$ cat config.mk
export PLATFORM = sky130hd
export DESIGN_NAME = reg_bank_seq
export DESIGN_NICKNAME = d
export VERILOG_FILES = /design/src/rtl/reg_bank_seq.sv
export SDC_FILE = /design/constraint.sdc
export NUM_CORES = 1
export LEC_CHECK = 0
export ABC_CLOCK_PERIOD_IN_PS = 1600
export CORE_UTILIZATION = 45
export CTS_CLUSTER_DIAMETER = 200
export DETAILED_ROUTE_END_ITERATION = 10
export GPL_ROUTABILITY_DRIVEN = 0
export GPL_TIMING_DRIVEN = 0
export PLACE_DENSITY = 0.72
export SLEW_MARGIN = 40
export SYNTH_ARGS = -nofsm -noshare
export SYNTH_HDL_FRONTEND = slang
export SYNTH_SLANG_ARGS = --single-unit
$ cat constraint.sdc
create_clock -name clk -period 1.6 [get_ports clk]
set_input_delay 0.24 -clock clk [delete_from_list [all_inputs] [get_ports clk]]
set_output_delay 0.24 -clock clk [all_outputs]
set_load 0.01 [all_outputs]
$ cat src/rtl/reg_bank_seq.sv
// reg_bank_seq: pushbutton-stepped sequencer writing a 4x4-bit register bank.
// Define STEP_DEBOUNCE_EN to add a 2^DB_BITS-cycle stability filter on the button.
module reg_bank_seq #(
    parameter int unsigned DB_BITS = 16
) (
    input  logic       clk,
    input  logic       rst_n,
    input  logic       step,
    input  logic [3:0] instr,
    input  logic [3:0] data_path,
    output logic [1:0] select,
    output logic [3:0] r0,
    output logic [3:0] r1,
    output logic [3:0] r2,
    output logic [3:0] r3,
    output logic       busy,
    output logic [3:0] wr_count
);

    if (DB_BITS < 1) begin : g_db_check
        $error("DB_BITS must be at least 1");
    end

    typedef enum logic [1:0] {IDLE, FETCH, WRITE, WAIT_REL} state_t;

    state_t          state_q, state_d;
    logic            sync1_q, sync2_q;
    logic [1:0]      rdy_q;
    logic            armed_q, armed_d;
    logic            prev_q;
    logic            rise_q, rise_d;
    logic            step_s;
    logic [3:0]      ir_q, ir_d;
    logic [1:0]      select_q, select_d;
    logic [3:0][3:0] regs_q, regs_d;
    logic [3:0]      wr_count_q, wr_count_d;
    logic            busy_q, busy_d;

    // rdy_q marks when sync2_q holds a real post-reset sample of the button
    always_ff @(posedge clk or negedge rst_n) begin
        if (!rst_n) begin
            sync1_q <= 1'b0;
            sync2_q <= 1'b0;
            rdy_q   <= '0;
        end else begin
            sync1_q <= step;
            sync2_q <= sync1_q;
            rdy_q   <= {rdy_q[0], 1'b1};
        end
    end

`ifdef STEP_DEBOUNCE_EN
    logic [DB_BITS-1:0] db_cnt_q, db_cnt_d;
    logic               db_q, db_d;

    always_comb begin
        db_cnt_d = '0;
        db_d     = db_q;
        if (sync2_q != db_q) begin
            if (db_cnt_q == '1) db_d = sync2_q;
            else                db_cnt_d = db_cnt_q + 1'b1;
        end
    end

    always_ff @(posedge clk or negedge rst_n) begin
        if (!rst_n) begin
            db_cnt_q <= '0;
            db_q     <= 1'b0;
        end else begin
            db_cnt_q <= db_cnt_d;
            db_q     <= db_d;
        end
    end

    assign step_s = db_q;
`else
    assign step_s = sync2_q;
`endif

    // A press held through reset release never arms the edge detector;
    // arming needs a genuinely sampled released button first.
    always_comb begin
        armed_d = armed_q | (rdy_q[1] & ~sync2_q);
        rise_d  = step_s & ~prev_q & armed_q;
    end

    always_comb begin
        state_d    = state_q;
        ir_d       = ir_q;
        select_d   = select_q;
        regs_d     = regs_q;
        wr_count_d = wr_count_q;
        case (state_q)
            IDLE: begin
                if (rise_q) begin
                    ir_d     = instr;
                    select_d = instr[3:2];
                    state_d  = FETCH;
                end
            end
            FETCH: state_d = WRITE;
            WRITE: begin
                regs_d[ir_q[1:0]] = data_path;
                wr_count_d        = wr_count_q + 4'h1;
                state_d           = WAIT_REL;
            end
            WAIT_REL: begin
                if (!step_s) state_d = IDLE;
            end
            default: state_d = IDLE;
        endcase
        busy_d = (state_d != IDLE);
    end

    always_ff @(posedge clk or negedge rst_n) begin
        if (!rst_n) begin
            state_q    <= IDLE;
            armed_q    <= 1'b0;
            prev_q     <= 1'b0;
            rise_q     <= 1'b0;
            ir_q       <= '0;
            select_q   <= '0;
            regs_q     <= '0;
            wr_count_q <= '0;
            busy_q     <= 1'b0;
        end else begin
            state_q    <= state_d;
            armed_q    <= armed_d;
            prev_q     <= step_s;
            rise_q     <= rise_d;
            ir_q       <= ir_d;
            select_q   <= select_d;
            regs_q     <= regs_d;
            wr_count_q <= wr_count_d;
            busy_q     <= busy_d;
        end
    end

    assign select   = select_q;
    assign r0       = regs_q[0];
    assign r1       = regs_q[1];
    assign r2       = regs_q[2];
    assign r3       = regs_q[3];
    assign busy     = busy_q;
    assign wr_count = wr_count_q;

endmodule

# [Yosys cells after proc, flatten, opt, wreduce, memory -nomap -nowiden]
# Cells that the tools add are included.
[word_totals] reg_bits=34 word_cells=37 out_inout_bits=23 in_bits=11
[classes] add_sub_neg=1 n_mux=6 n_eq_ne=3 n_lt_le_gt_ge=2 n_reduce_logical=4 bitwise_logic=6
[ops] operator="16-bit bitwise mux" n=1
[ops] operator="4-bit demux with 2-bit select" n=1
[ops] operator="2-bit case mux with 4 select lines" n=1
[ops] operator="4-bit by 1-bit adder with 4-bit output, second input constant" n=1
[ops] operator="2-bit equality test, second input constant" n=2
[ops] operator="2-bit 2-to-1 mux" n=2
[ops] operator="4-bit 2-to-1 mux" n=1
[ops] operator="1-bit bitwise AND" n=3
[ops] operator="2-bit by 3-bit less-than comparator with 1-bit output, second input constant" n=1
[ops] operator="2-bit by 1-bit equality test with 1-bit output, second input constant" n=1
[ops] operator="2-bit by 1-bit greater-or-equal comparator with 1-bit output, second input constant" n=1
[ops] operator="2-bit logical NOT" n=1
[ops] operator="1-bit inverter" n=2
[ops] operator="2-bit AND reduction" n=1
[ops] operator="2-bit nonzero test" n=1
[ops] operator="1-bit logical AND" n=1
[ops] operator="1-bit bitwise OR" n=1

# [Longest topological paths before layout]
[logic_depth] depth_word=5 ltp_mapped=3 mapped_depth_nobuf=3

# [Worst setup path after synthesis]
# Ideal clock, no wire load.
[synth_timing] kind="register to register" startpoint="register state_q[0]" endpoint="register regs_q, in the netlist r1[0]" stages_incl_launch_ff=4 n_path_buf=0 setup_ps=125 setup_slack_ps=288 arrival_ps=1187 period_less_slack_ps=1312 path_cell_list="dfrtp_1 nand2b_4 nor3b_4 mux2_2"
[synth_between] elab_chain_len=1
[synth_lines] item="from (decl)" line="26" source="state_t state_q, state_d;"
[synth_lines] item="from (signal assigned)" line="127" source="state_q <= state_d;"
[synth_lines] item="2-bit equality test" line="93" source="case (state_q)"
[synth_lines] item="to (signal assigned)" line="133" source="regs_q <= regs_d;"
[synth_lines] item="to (decl)" line="35" source="logic [3:0][3:0] regs_q, regs_d;"
# Every way passes these cells.
# A chain may end at the register's enable or synchronous reset.

# [Worst setup path after layout]
[layout_timing] startpoint="register wr_count_q[0] (netlist: wr_count[0])" endpoint="output wr_count[0]"
[layout_lines] item="from (decl)" line="36" source="logic [3:0] wr_count_q, wr_count_d;"
[layout_lines] item="from (signal assigned)" line="134" source="wr_count_q <= wr_count_d;"
[layout_lines] item="to (decl)" line="17" source="output logic [3:0] wr_count"
# No word-level cell between the ends.

==> impl_metrics.ini <==
[synthesis]
synthDistinctLibCells = 18
netlist_top_cells_count = dfrtp_1, mux2_2, nand2_1, nor2_1
synth_top_area_share_pct = 65.8
synth.ff_latch_count = 34
synth_top_cell_by_area = dfrtp_1
avgSynthCellArea_sq_um = 15.6
yosysWarnings = 0
ys_seq_area_share_pct = 65.8
netlist_instances = 83
synth.most_common_cell = dfrtp_1
syn-cell-area_sq_um = 1290
async_reset_ff_share_pct = 100
synth.area.top_cells = dfrtp_1, mux2_2, nor3b_4
ys.flop_type = dfrtp_1
synth-edff-count = 0
syn-num-nets = 95

[detailed_routing]
via_count = 803
drt_iter0_drc = 15
wl_per_cell_microns = 13.7
via_per_inst = 5.05
route.detailed.drc = 0
dr.pass1.iters = 4
postRouteWirelength_mm = 2.17
antenna_left = 0

[setup_path]
end_kind = primary output
path_cells = clkdlybuf4s50_1
cp_top_family = buffers and inverters
critPathKind = flip-flop to primary output
cp.required_ps = 1360
startpoint_type = flip-flop
arrival_ps = 1280
critPathSlowestCell = clkdlybuf4s50_1
crit_buf_inv = 1
critPathMaxFanout = 4
cpPeakStageDelay_ps = 550

[finish]
fillers = 219
area_growth_syn_to_layout_pct = 36.8
final_cells = 159
nets = 139
design_area_sq_um = 1770
drive_gt1_share_pct = 28.9
final_util_pct = 64.8
antenna_cells = 0

[clock_tree]
cts_sinks = 34
cts_root_buf = clkbuf_4
tritoncts = yes
cts.repair.resized = 0
clk_path_buf_depth = 2
clkLatencyLatePin_ps = 320
h-tree-depth = 2
clkTransAtPathRegs_ps = 90
numCtsBuffers = 5

[sta]
period_share_pct = 95.1
layout_min_cycle_time_ps = 1520
setup_viol = 0
grt_setup_unrepaired = no
drv_slew = 0
max_freq_mhz = 657
clock_skew_ps = 5.95
finalHoldViolCount = 0

[outcome]
status = completed

[placed_design]
dp_hpwl_mm = 1.67
io_buffers = 33
place_area_sq_um = 1690
place_inst = 148

[floorplan]
rows = 19
core_area_sq_um = 2730
start_util_pct = 47.3
dieArea_sq_um = 3090
io_pins = 34
die_w_microns = 55.6
die_y_microns = 55.6

[run]
cap_violations = 0

[worst_hold_path]
min_path_type = primary input to flip-flop

[global_route]
grt_max_degree = 21
grt_first_pass_wirelength_mm = 3.71
antenna_found_initial = 0
grt-ovfl-total = 0
grt_usage_pct = 16.4
grt_pass1_vias = 816

[pwr]
p_per_area_nw_per_um2 = 1960
ir_worst_vdd_mv = 1.42
leakage_nw = 0.758
p_total_mw = 3.46
-- worst paths after layout --
| kind | start | to | slack [ps] | cells after the start |
|---|---|---|---|---|
| max | wr_count[0] | wr_count[0] | 80 | 1 |
| min in group asynchronous | rst_n | wr_count[3] | 360 | 2 |
| min | step | sync1_q | 350 | 1 |
| min reg2reg | sync1_q | step_s | 350 | 0 |
| max reg2reg | state_q[1] | r1[0] | 150 | 3 |
| max in group asynchronous | rst_n | r3[3] | 810 | 3 |
-- power breakdown --
part	switching (mW)	internal, mW
sequential	0.262	1.21
combinational	0.555	0.961
clock	0.260	0.213
total	1.08	2.39
-- logic make-up (layout without fill, tap and decap cells) --
| family | Yosys count | count (layout) | share of synthesized area [%] |
|---|---|---|---|
| adders and majority gates | 1 | 1 | 0.967 |
| DFF | 34 | 34 | 65.8 |
| muxes | 20 | 20 | 17.4 |
| xor gates and xnor gates | 3 | 3 | 2.03 |
| buffers and inverters | 2 | 47 | 0.580 |
| AOI/OAI and AO/OA | 4 | 4 | 1.74 |
| and+or+nand+nor | 18 | 18 | 11.2 |
| other | 1 | 1 | 0.290 |
-- state kept, by name, summed over array words and instances, names as in the netlist --
| signal | cells |
|---|---|
| armed_q | 1 |
| busy | 1 |
| ir_q | 2 |
| prev_q | 1 |
| r0 | 4 |
| r1 | 4 |
| r2 | 4 |
| r3 | 4 |
| rdy_q | 2 |
| rise_q | 1 |
| select | 2 |
| state_q | 2 |
| step_s | 1 |
| sync1_q | 1 |
| wr_count | 4 |
-- stage by stage --
step           setup slack (ps)  TNS, ps  hold WS [ps]
6_report                   78.5        0           350
5_1_grt                    18.8        0           315
4_1_cts                    41.8        0           336
3_5_place_dp                136        0           180
3_3_place_gp               -370   -12520           332
2_1_floorplan               288        0         -55.6
-- layout make-up --
type | instances | area [sq um] | area share [%]
Sequential cell | 34 | 851 | 48.1
Multi-Input combinational cell | 47 | 435 | 24.6
Timing Repair Buffer | 37 | 378 | 21.3
Clock buffer | 7 | 55.1 | 3.11
Tap cell | 31 | 38.8 | 2.19
Inverter | 2 | 7.51 | 0.424
Clock inverter | 1 | 5.00 | 0.283
-- per-layer routing --
metal | vias up | global-route usage [%] | wire (microns)
met5 | - | 0 | 0
met4 | 0 | 9.64 | 53
met3 | 7 | 5.12 | 89
met2 | 20 | 26.9 | 1120
met1 | 404 | 18.8 | 909
li1 | 372 | - | -
-- layout by cell type (no fill, tap or decap) --
master,n
buf_16,1
buf_4,2
nor2_1,4
nand2b_4,1
ha_1,1
clkinv_2,1
nor3_4,1
dlygate4sd3_1,1
nor3b_4,2
clkbuf_8,1
nand3_4,1
clkdlybuf4s50_1,32
nand4_1,1
inv_1,2
dfrtp_1,34
buf_2,1
clkbuf_4,5
and2_0,1
nand2_1,5
conb_1,1
a21o_1,1
nor3_1,1
clkbuf_1,1
a21oi_1,3
mux2_2,20
xnor2_1,3
and2b_2,1
-- what timing repair did --
action,4_1_cts,5_1_grt
setup endpoints to repair,0,2
setup buffers,0,2
hold endpoints to repair,14,0
hold buffers,1,0
(Power assumes the default switching activity.)
